### src/rtl/dm_cache_ctrl.sv
// Sequencer for a direct-mapped write-back cache in front of a backing RAM.
// Latency: hit or clean-miss write ready 3 cycles after accept; each RAM phase adds its wait cycles.
// Backpressure: requests are sampled only in IDLE (dropped otherwise); ram_req is held until ram_ack.
module dm_cache_ctrl #(
    parameter int ADDR_WIDTH      = 8,
    parameter int DATA_WIDTH      = 8,
    parameter int BLOCK_ADDR_BITS = 4
) (
    input  logic                  clk,
    input  logic                  rst,
    input  logic                  clr_req,
    input  logic                  cpu_req,
    input  logic                  cpu_we,
    input  logic [ADDR_WIDTH-1:0] cpu_addr,
    input  logic [DATA_WIDTH-1:0] cpu_wdata,
    output logic [DATA_WIDTH-1:0] cpu_rdata,
    output logic                  cpu_ready,
    output logic                  cpu_busy,
    output logic [1:0]            cache_cntrl,
    output logic [ADDR_WIDTH-1:0] cache_addr,
    output logic [DATA_WIDTH-1:0] cache_dataIn,
    output logic                  cache_isDirtyWrite,
    input  logic [DATA_WIDTH-1:0] cache_dataOut,
    input  logic                  cache_isHit,
    input  logic                  cache_isClean,
    input  logic [DATA_WIDTH-1:0] cache_dataOutRAM,
    input  logic [ADDR_WIDTH-1:0] cache_addrOutRAM,
    output logic                  ram_req,
    output logic                  ram_we,
    output logic [ADDR_WIDTH-1:0] ram_addr,
    output logic [DATA_WIDTH-1:0] ram_wdata,
    input  logic [DATA_WIDTH-1:0] ram_rdata,
    input  logic                  ram_ack
);

    localparam logic [1:0] CMD_CLR   = 2'b00;
    localparam logic [1:0] CMD_CHECK = 2'b01;
    localparam logic [1:0] CMD_READ  = 2'b10;
    localparam logic [1:0] CMD_WRITE = 2'b11;

    typedef enum logic [3:0] {
        S_CLEAR, S_IDLE, S_CHECK, S_WB, S_FILL, S_FILL_WR, S_READ, S_WRITE, S_DONE
    } state_t;

    state_t state, nxt;

    logic                  req_we;
    logic [ADDR_WIDTH-1:0] req_addr;
    logic [DATA_WIDTH-1:0] req_wdata;

    // Line index of the accepted request; the tag/index split itself happens inside DMCache.
    logic [BLOCK_ADDR_BITS-1:0] unused_line_index;
    assign unused_line_index = req_addr[BLOCK_ADDR_BITS-1:0];

    assign cache_addr = req_addr;

    function automatic logic [1:0] cmd_for(input state_t s);
        case (s)
            S_CLEAR:           cmd_for = CMD_CLR;
            S_CHECK:           cmd_for = CMD_CHECK;
            S_FILL_WR, S_WRITE: cmd_for = CMD_WRITE;
            default:           cmd_for = CMD_READ;
        endcase
    endfunction

    always_comb begin
        nxt = state;
        case (state)
            S_CLEAR: nxt = S_IDLE;
            S_IDLE: begin
                if (clr_req)      nxt = S_CLEAR;
                else if (cpu_req) nxt = S_CHECK;
            end
            S_CHECK: begin
                if (cache_isHit)         nxt = req_we ? S_WRITE : S_READ;
                else if (!cache_isClean) nxt = S_WB;
                else                     nxt = req_we ? S_WRITE : S_FILL;
            end
            S_WB:                       if (ram_ack) nxt = req_we ? S_WRITE : S_FILL;
            S_FILL:                     if (ram_ack) nxt = S_FILL_WR;
            S_FILL_WR, S_READ, S_WRITE: nxt = S_DONE;
            S_DONE:                     nxt = S_IDLE;
            default:                    nxt = S_CLEAR;
        endcase
    end

    // Outputs are registered from the next state so each one is a clean Moore decode.
    always_ff @(posedge clk) begin
        if (rst) begin
            state              <= S_CLEAR;
            req_we             <= 1'b0;
            req_addr           <= '0;
            req_wdata          <= '0;
            cache_cntrl        <= CMD_CLR;
            cache_dataIn       <= '0;
            cache_isDirtyWrite <= 1'b0;
            cpu_rdata          <= '0;
            cpu_ready          <= 1'b0;
            cpu_busy           <= 1'b1;
            ram_req            <= 1'b0;
            ram_we             <= 1'b0;
            ram_addr           <= '0;
            ram_wdata          <= '0;
        end else begin
            state <= nxt;

            if (state == S_IDLE && nxt == S_CHECK) begin
                req_we    <= cpu_we;
                req_addr  <= cpu_addr;
                req_wdata <= cpu_wdata;
            end

            // Victim is captured only at the end of CHECK; later cache outputs are not trusted.
            if (state == S_CHECK && nxt == S_WB) begin
                ram_addr  <= cache_addrOutRAM;
                ram_wdata <= cache_dataOutRAM;
            end
            if (nxt == S_FILL)
                ram_addr <= req_addr;

            if (state == S_FILL && ram_ack)
                cache_dataIn <= ram_rdata;
            if (nxt == S_WRITE)
                cache_dataIn <= req_wdata;

            if (state == S_READ)
                cpu_rdata <= cache_dataOut;
            if (state == S_FILL_WR)
                cpu_rdata <= cache_dataIn;

            cache_cntrl        <= cmd_for(nxt);
            cache_isDirtyWrite <= (nxt == S_WRITE);
            cpu_ready          <= (nxt == S_DONE);
            cpu_busy           <= (nxt != S_IDLE);
            ram_req            <= (nxt == S_WB) || (nxt == S_FILL);
            ram_we             <= (nxt == S_WB);
        end
    end

endmodule
### config.mk
export PLATFORM = sky130hd
export DESIGN_NAME = dm_cache_ctrl
export DESIGN_NICKNAME = d
export VERILOG_FILES = /design/src/rtl/dm_cache_ctrl.sv
export SDC_FILE = /design/constraint.sdc
export NUM_CORES = 1
export LEC_CHECK = 0
export ABC_CLOCK_PERIOD_IN_PS = 1670
export BUFFER_PORTS_ARGS = -buffer_cell sky130_fd_sc_hd__buf_2
export CAP_MARGIN = 0
export CORE_MARGIN = 2
export CORE_UTILIZATION = 45
export CTS_BUF_LIST = sky130_fd_sc_hd__clkbuf_8
export CTS_CLUSTER_DIAMETER = 100
export DETAILED_ROUTE_END_ITERATION = 7
export PLACE_DENSITY = 0.79
export SLEW_MARGIN = 20
export SYNTH_ARGS = -nofsm -noshare
export SYNTH_HDL_FRONTEND = slang
export SYNTH_SLANG_ARGS = --single-unit
export TNS_END_PERCENT = 1
### constraint.sdc
create_clock -name clk -period 1.67 [get_ports clk]
set_input_delay 0.0835 -clock clk [delete_from_list [all_inputs] [get_ports clk]]
set_output_delay 0.0835 -clock clk [all_outputs]
set_load 0.01 [all_outputs]
# ---- Yosys cells after proc, flatten, opt, wreduce, memory -nomap -nowiden
# Index checks and enable logic that the tools add are counted.
dict set report op_classes {
  n_eq_ne 15
  n_reduce_logical 12
  muxes 16
}
# op count
set op_table {}
lappend op_table {{$mux 8} 6}
lappend op_table {{$eq 4x3->1 const B} 7}
lappend op_table {{$pmux 4 s6} 1}
lappend op_table {{$eq 4x2->1 const B} 4}
lappend op_table {{$mux 4} 4}
lappend op_table {{$eq 4x4->1 const B} 2}
lappend op_table {{$logic_not 4->1} 2}
lappend op_table {{$mux 3} 2}
lappend op_table {{$pmux 2 s3} 1}
lappend op_table {{$reduce_bool 2->1} 3}
lappend op_table {{$eq 4x1->1 const B} 1}
lappend op_table {{$ne 4x1->1 const B} 1}
lappend op_table {{$reduce_or 2->1} 2}
lappend op_table {{$logic_and 1x1->1} 3}
lappend op_table {{$reduce_or 3->1} 1}
lappend op_table {{$mux 2} 1}
lappend op_table {{$logic_or 1x1->1} 1}
lappend op_table {{$mux 1} 1}
dict set report word_totals {
  register_bits 60
  out_inout_bits 47
  wordCells 57
}

# ---- Logic depth before layout (Yosys ltp)
dict set report logic_depth {
  ltp_word 8
  mapped_depth 8
}

# ---- Worst setup path before layout
# OpenSTA, ideal clock, no wires.
dict set report synth_path {
  path_type {reg2reg}
  start {register state[0]}
  end {register ram_addr[6]}
  setup_ps 129
  setup_slack_ps -132
  path_buffers 2
  arrival_ps 1673
  stages_incl_launch_ff 8
  period_less_slack_ps 1802
  path_cell_list {dfxtp_1 buf_6 nor4b_4 nand2_2 nor3_4 buf_8 mux2i_1 a21oi_1}
}
dict set report synth_via {
  elab_chain_len 6
}
# element line
set synth_lines {}
lappend synth_lines {{start: declaration} 45} ;# state_t state, nxt;
lappend synth_lines {{start signal: assignment} 105} ;# state <= nxt;
lappend synth_lines {{$eq 4x3->1, or another cell as far along} 68} ;# case (state)
lappend synth_lines {{$reduce_or 3->1, or another cell as far along} 68}
lappend synth_lines {{$pmux 4 s6} 68}
lappend synth_lines {{$eq 4x2->1} 114} ;# if (state == S_CHECK && nxt == S_WB) begin
lappend synth_lines {{$logic_and 1x1->1} 114}
lappend synth_lines {{$reduce_bool 2->1 (no line)} --}
lappend synth_lines {{end signal: assignment} 115} ;# ram_addr <= cache_addrOutRAM;
lappend synth_lines {{end signal: assignment} 119} ;# ram_addr <= req_addr;
lappend synth_lines {{end: declaration} 30} ;# output logic [ADDR_WIDTH-1:0] ram_addr,
# Several ways; a longest one is shown, not always the timed one.
# A chain may end at the register's enable or synchronous reset.

# ---- Worst setup path after layout
dict set report layout_path {
  start {register req_we}
  end {register ram_addr[7]}
}
dict set report layout_via {
  elab_chain_len 7
}
# element line
set layout_lines {}
lappend layout_lines {{start: declaration} 47} ;# logic req_we;
lappend layout_lines {{start signal: assignment} 108} ;# req_we <= cpu_we;
lappend layout_lines {{$mux 2} {77, 79}}
lappend layout_lines {{$mux 3} 76} ;# else if (!cache_isClean) nxt = S_WB;
lappend layout_lines {{$mux 3} 75} ;# if (cache_isHit) nxt = req_we ? S_WRITE : S_READ;
lappend layout_lines {{$pmux 4 s6 (*)} 68}
lappend layout_lines {{$eq 4x2->1} 114}
lappend layout_lines {{$logic_and 1x1->1} 114}
lappend layout_lines {{$reduce_bool 2->1 (no line)} --}
# Mark *: on every way between the ends. The rest lies on a longest branch, timed or not.

==> flow_metrics.env <==
export IMPL_cp_end_kind="flop"
export IMPL_ios=103
export IMPL_root_buffer="clkbuf_8"
export IMPL_synth_most_common_cell="dfxtp_1"
export IMPL_grt_overflow=0
export IMPL_n_antenna_cell=0
export IMPL_wl_um=8480
export IMPL_relSlewSlack_pct=40.5
export IMPL_synthTopCellsByCount="dfxtp_1, a21oi_1, nand2_1, nor2_1, mux2i_1"
export IMPL_worstSetupPathType="flop to flop"
export IMPL_clock_tree_htree_level_count=3
export IMPL_hp_class="input pin to flop"
export IMPL_worstMarginPinSlew_ns=0.887
export IMPL_busiest_layer="met2"
export IMPL_insertion_delay_ns=0.35
export IMPL_ys_seq_elements=60
export IMPL_cts_sinks=60
export IMPL_synth_area_leader_cell="dfxtp_1"
export IMPL_synthToLayoutAreaGrowth_pct=55.1
export IMPL_crit_required_ns=1.89
export IMPL_clock_path_buffers=2
export IMPL_vias=2695
export IMPL_outcome="finished, violations left"
export IMPL_rsz0062_at_grt="yes"
export IMPL_gr_usage_met1_pct=31.3
export IMPL_start_kind="flop"
export IMPL_drt_pass1_iter_count=4
export IMPL_worstPathMaxFanout=8
export IMPL_syn_instance_count=281
export IMPL_synth_area_leaders="dfxtp_1, mux2i_1, a21oi_1, o41ai_1, nand2_1"
export IMPL_grt_first_pass_wirelength_um=12900
export IMPL_worst_path_max_delay_cell="or3b_4"
export IMPL_slew_viol_final=0
export IMPL_skew_ns=0.00485
export IMPL_gp_congestion=0.800
export IMPL_ys_flop_type="dfxtp_1"
export IMPL_violations="hold timing, setup timing"
export IMPL_fmax_mhz=547
export IMPL_placed_cells=463
export IMPL_tritoncts="built"
export IMPL_avgSynthCellArea_um2=9.24
export IMPL_synth_edf_count=0
export IMPL_use_met2_pct=46.1
export IMPL_viasPerCell=5.42
export IMPL_syn_area_um2=2600
export IMPL_async_flop_share_pct=0
export IMPL_grt_pass1_vias=2655
export IMPL_fin_tns_setup_ns=-1.66
export IMPL_drv_cap=0
export IMPL_wl_per_cell_um=17.1
export IMPL_dieArea_um2=6390
export IMPL_antenna_found_initial=0
export IMPL_fin_cells=497
export IMPL_leakagePower_nw=1.77
export IMPL_grtUsageTotal_pct=26.7
export IMPL_fp_coreArea_um2=5540
export IMPL_detail_route_antenna_nets=0
export IMPL_grtUsageMet3_pct=4.30
export IMPL_crit_arrival_ns=2.05
export IMPL_regArea_um2=1220
export IMPL_max_stage_delay_ns=0.40
export IMPL_drtIter0Drc=165
export IMPL_multi_input_area_um2=1540
export IMPL_netlist_area_leader_share_pct=46.3
export IMPL_ir_drop_mv=0.558
export IMPL_drive_above_1_share_pct=46.6
export IMPL_die_h_um=80.0
export IMPL_cts_made_buffers=9
export IMPL_p_total_mw=3.51
export IMPL_io_buffers=102
export IMPL_grt_max_degree=29
export IMPL_die_w_um=80.0
export IMPL_synth_cell_types=41
export IMPL_powerDensity_nw_per_um2=872
export IMPL_n_fill_cell=383
export IMPL_period_needed_ns=1.83
export IMPL_synth_nets=337
export IMPL_worst_slack_ns=-0.160
export IMPL_route_detailed_drc=0
export IMPL_dpl_hpwl_um=4990
export IMPL_path_clk_slew_ns=0.07
export IMPL_path_cells="or3b_4 > a32oi_2 > nand2_2 > buf_4 > o41ai_1 > a21oi_1"
export IMPL_dpl_worst_slack_ns=-0.312
export IMPL_finalCritPeriodShare_pct=110
export IMPL_start_util_pct=46.9
export IMPL_hold_viol_final=3
export IMPL_fin_hold_ws_ns=-0.00514
export IMPL_std_cell_rows=27
export IMPL_setup_viol=26
export IMPL_fin_nets=476
export IMPL_synth_warnings=0
export IMPL_ys_seq_area_share_pct=46.3
==> metal layers <==
metal | vias to the layer above | part of all wire, %
met5 | - | 0
met4 | 0 | 2.5
met3 | 17 | 5.2
met2 | 97 | 54
met1 | 1298 | 39
li1 | 1283 | -
==> repair_timing <==
item,in CTS,in global routing
gates resized for setup,42,12
setup buffers,1,0
endpoints found under the setup margin,38,29
endpoints found under the hold margin,17,0
pin swaps,10,9
hold buffers,17,0
==> path summary, 6_finish.rpt <==
check,from,endpoint,slack (ns),cells past startpoint
max reg2reg,req_we,ram_addr[7],-0.16,6
max,req_we,ram_addr[7],-0.16,6
min reg2reg,cpu_rdata[4],cpu_rdata[4],0.48,2
min,cpu_wdata[4],req_wdata[4],-0.005,3
==> power breakdown <==
group          switching [mW]  total, mW  internal (mW)
Combinational           0.346      0.647          0.302
Clock                   0.579       1.34          0.759
Sequential             0.0468       1.53           1.48
Total                   0.972       3.51           2.54
==> cell usage in the layout, fill, tap and decap left out, types with 3 or more instances in the layout <==
master,count
o41ai_2,10
dfxtp_4,4
nor2_1,32
buf_12,3
a21oi_1,39
dlygate4sd3_1,17
nand2_1,35
dfxtp_1,55
mux2i_1,31
buf_4,25
clkbuf_8,11
o41ai_4,4
buf_2,102
==> worst max-delay path, delay by kind of cell, from the launching register on <==
family	cells	cell delay (ns)
AO/OA/AOI/OAI	3	0.69
AND/OR/NAND/NOR	2	0.49
flip-flops	1	0.33
buffers and inverters	1	0.19
==> metrics by stage <==
step | utilization [%] | instance area (µm²)
5_1_grt | 72.7 | 4030
4_1_cts | 71.8 | 3980
6_report | 72.7 | 4030
3_5_place_dp | 60.5 | 3350
3_3_place_gp | 60.5 | 3350
2_1_floorplan | - | 2620
==> cell type report <==
class | instances | share of cell area (%)
clock inverters | 5 | 1.27
well taps | 72 | 2.24
repair buffers | 150 | 24.0
clock buffers | 11 | 3.76
multi-input cells | 196 | 38.2
flip-flops and latches | 60 | 30.2
inverters | 3 | 0.280
==> cell families after synthesis <==
group	count (synthesis)	share of synthesized area, %
AO/OA/AOI/OAI	68	17.8
multiplexers	32	12.3
AND/OR/NAND/NOR	95	18.0
XOR/XNOR	1	0.337
buffers and inverters	25	5.30
flip-flops	60	46.3
==> registers in the layout, summed over array words and instances (netlist names) <==
signal and cells:
ram_we 1, ram_req 1, cache_addr 8, cache_cntrl 2
cpu_rdata 8, state 4, req_we 1, ram_wdata 8
ram_addr 8, cpu_ready 1, cpu_busy 1, cache_dataIn 8
req_wdata 8, cache_isDirtyWrite 1
No activity file was read; power rests on OpenSTA's default activity.
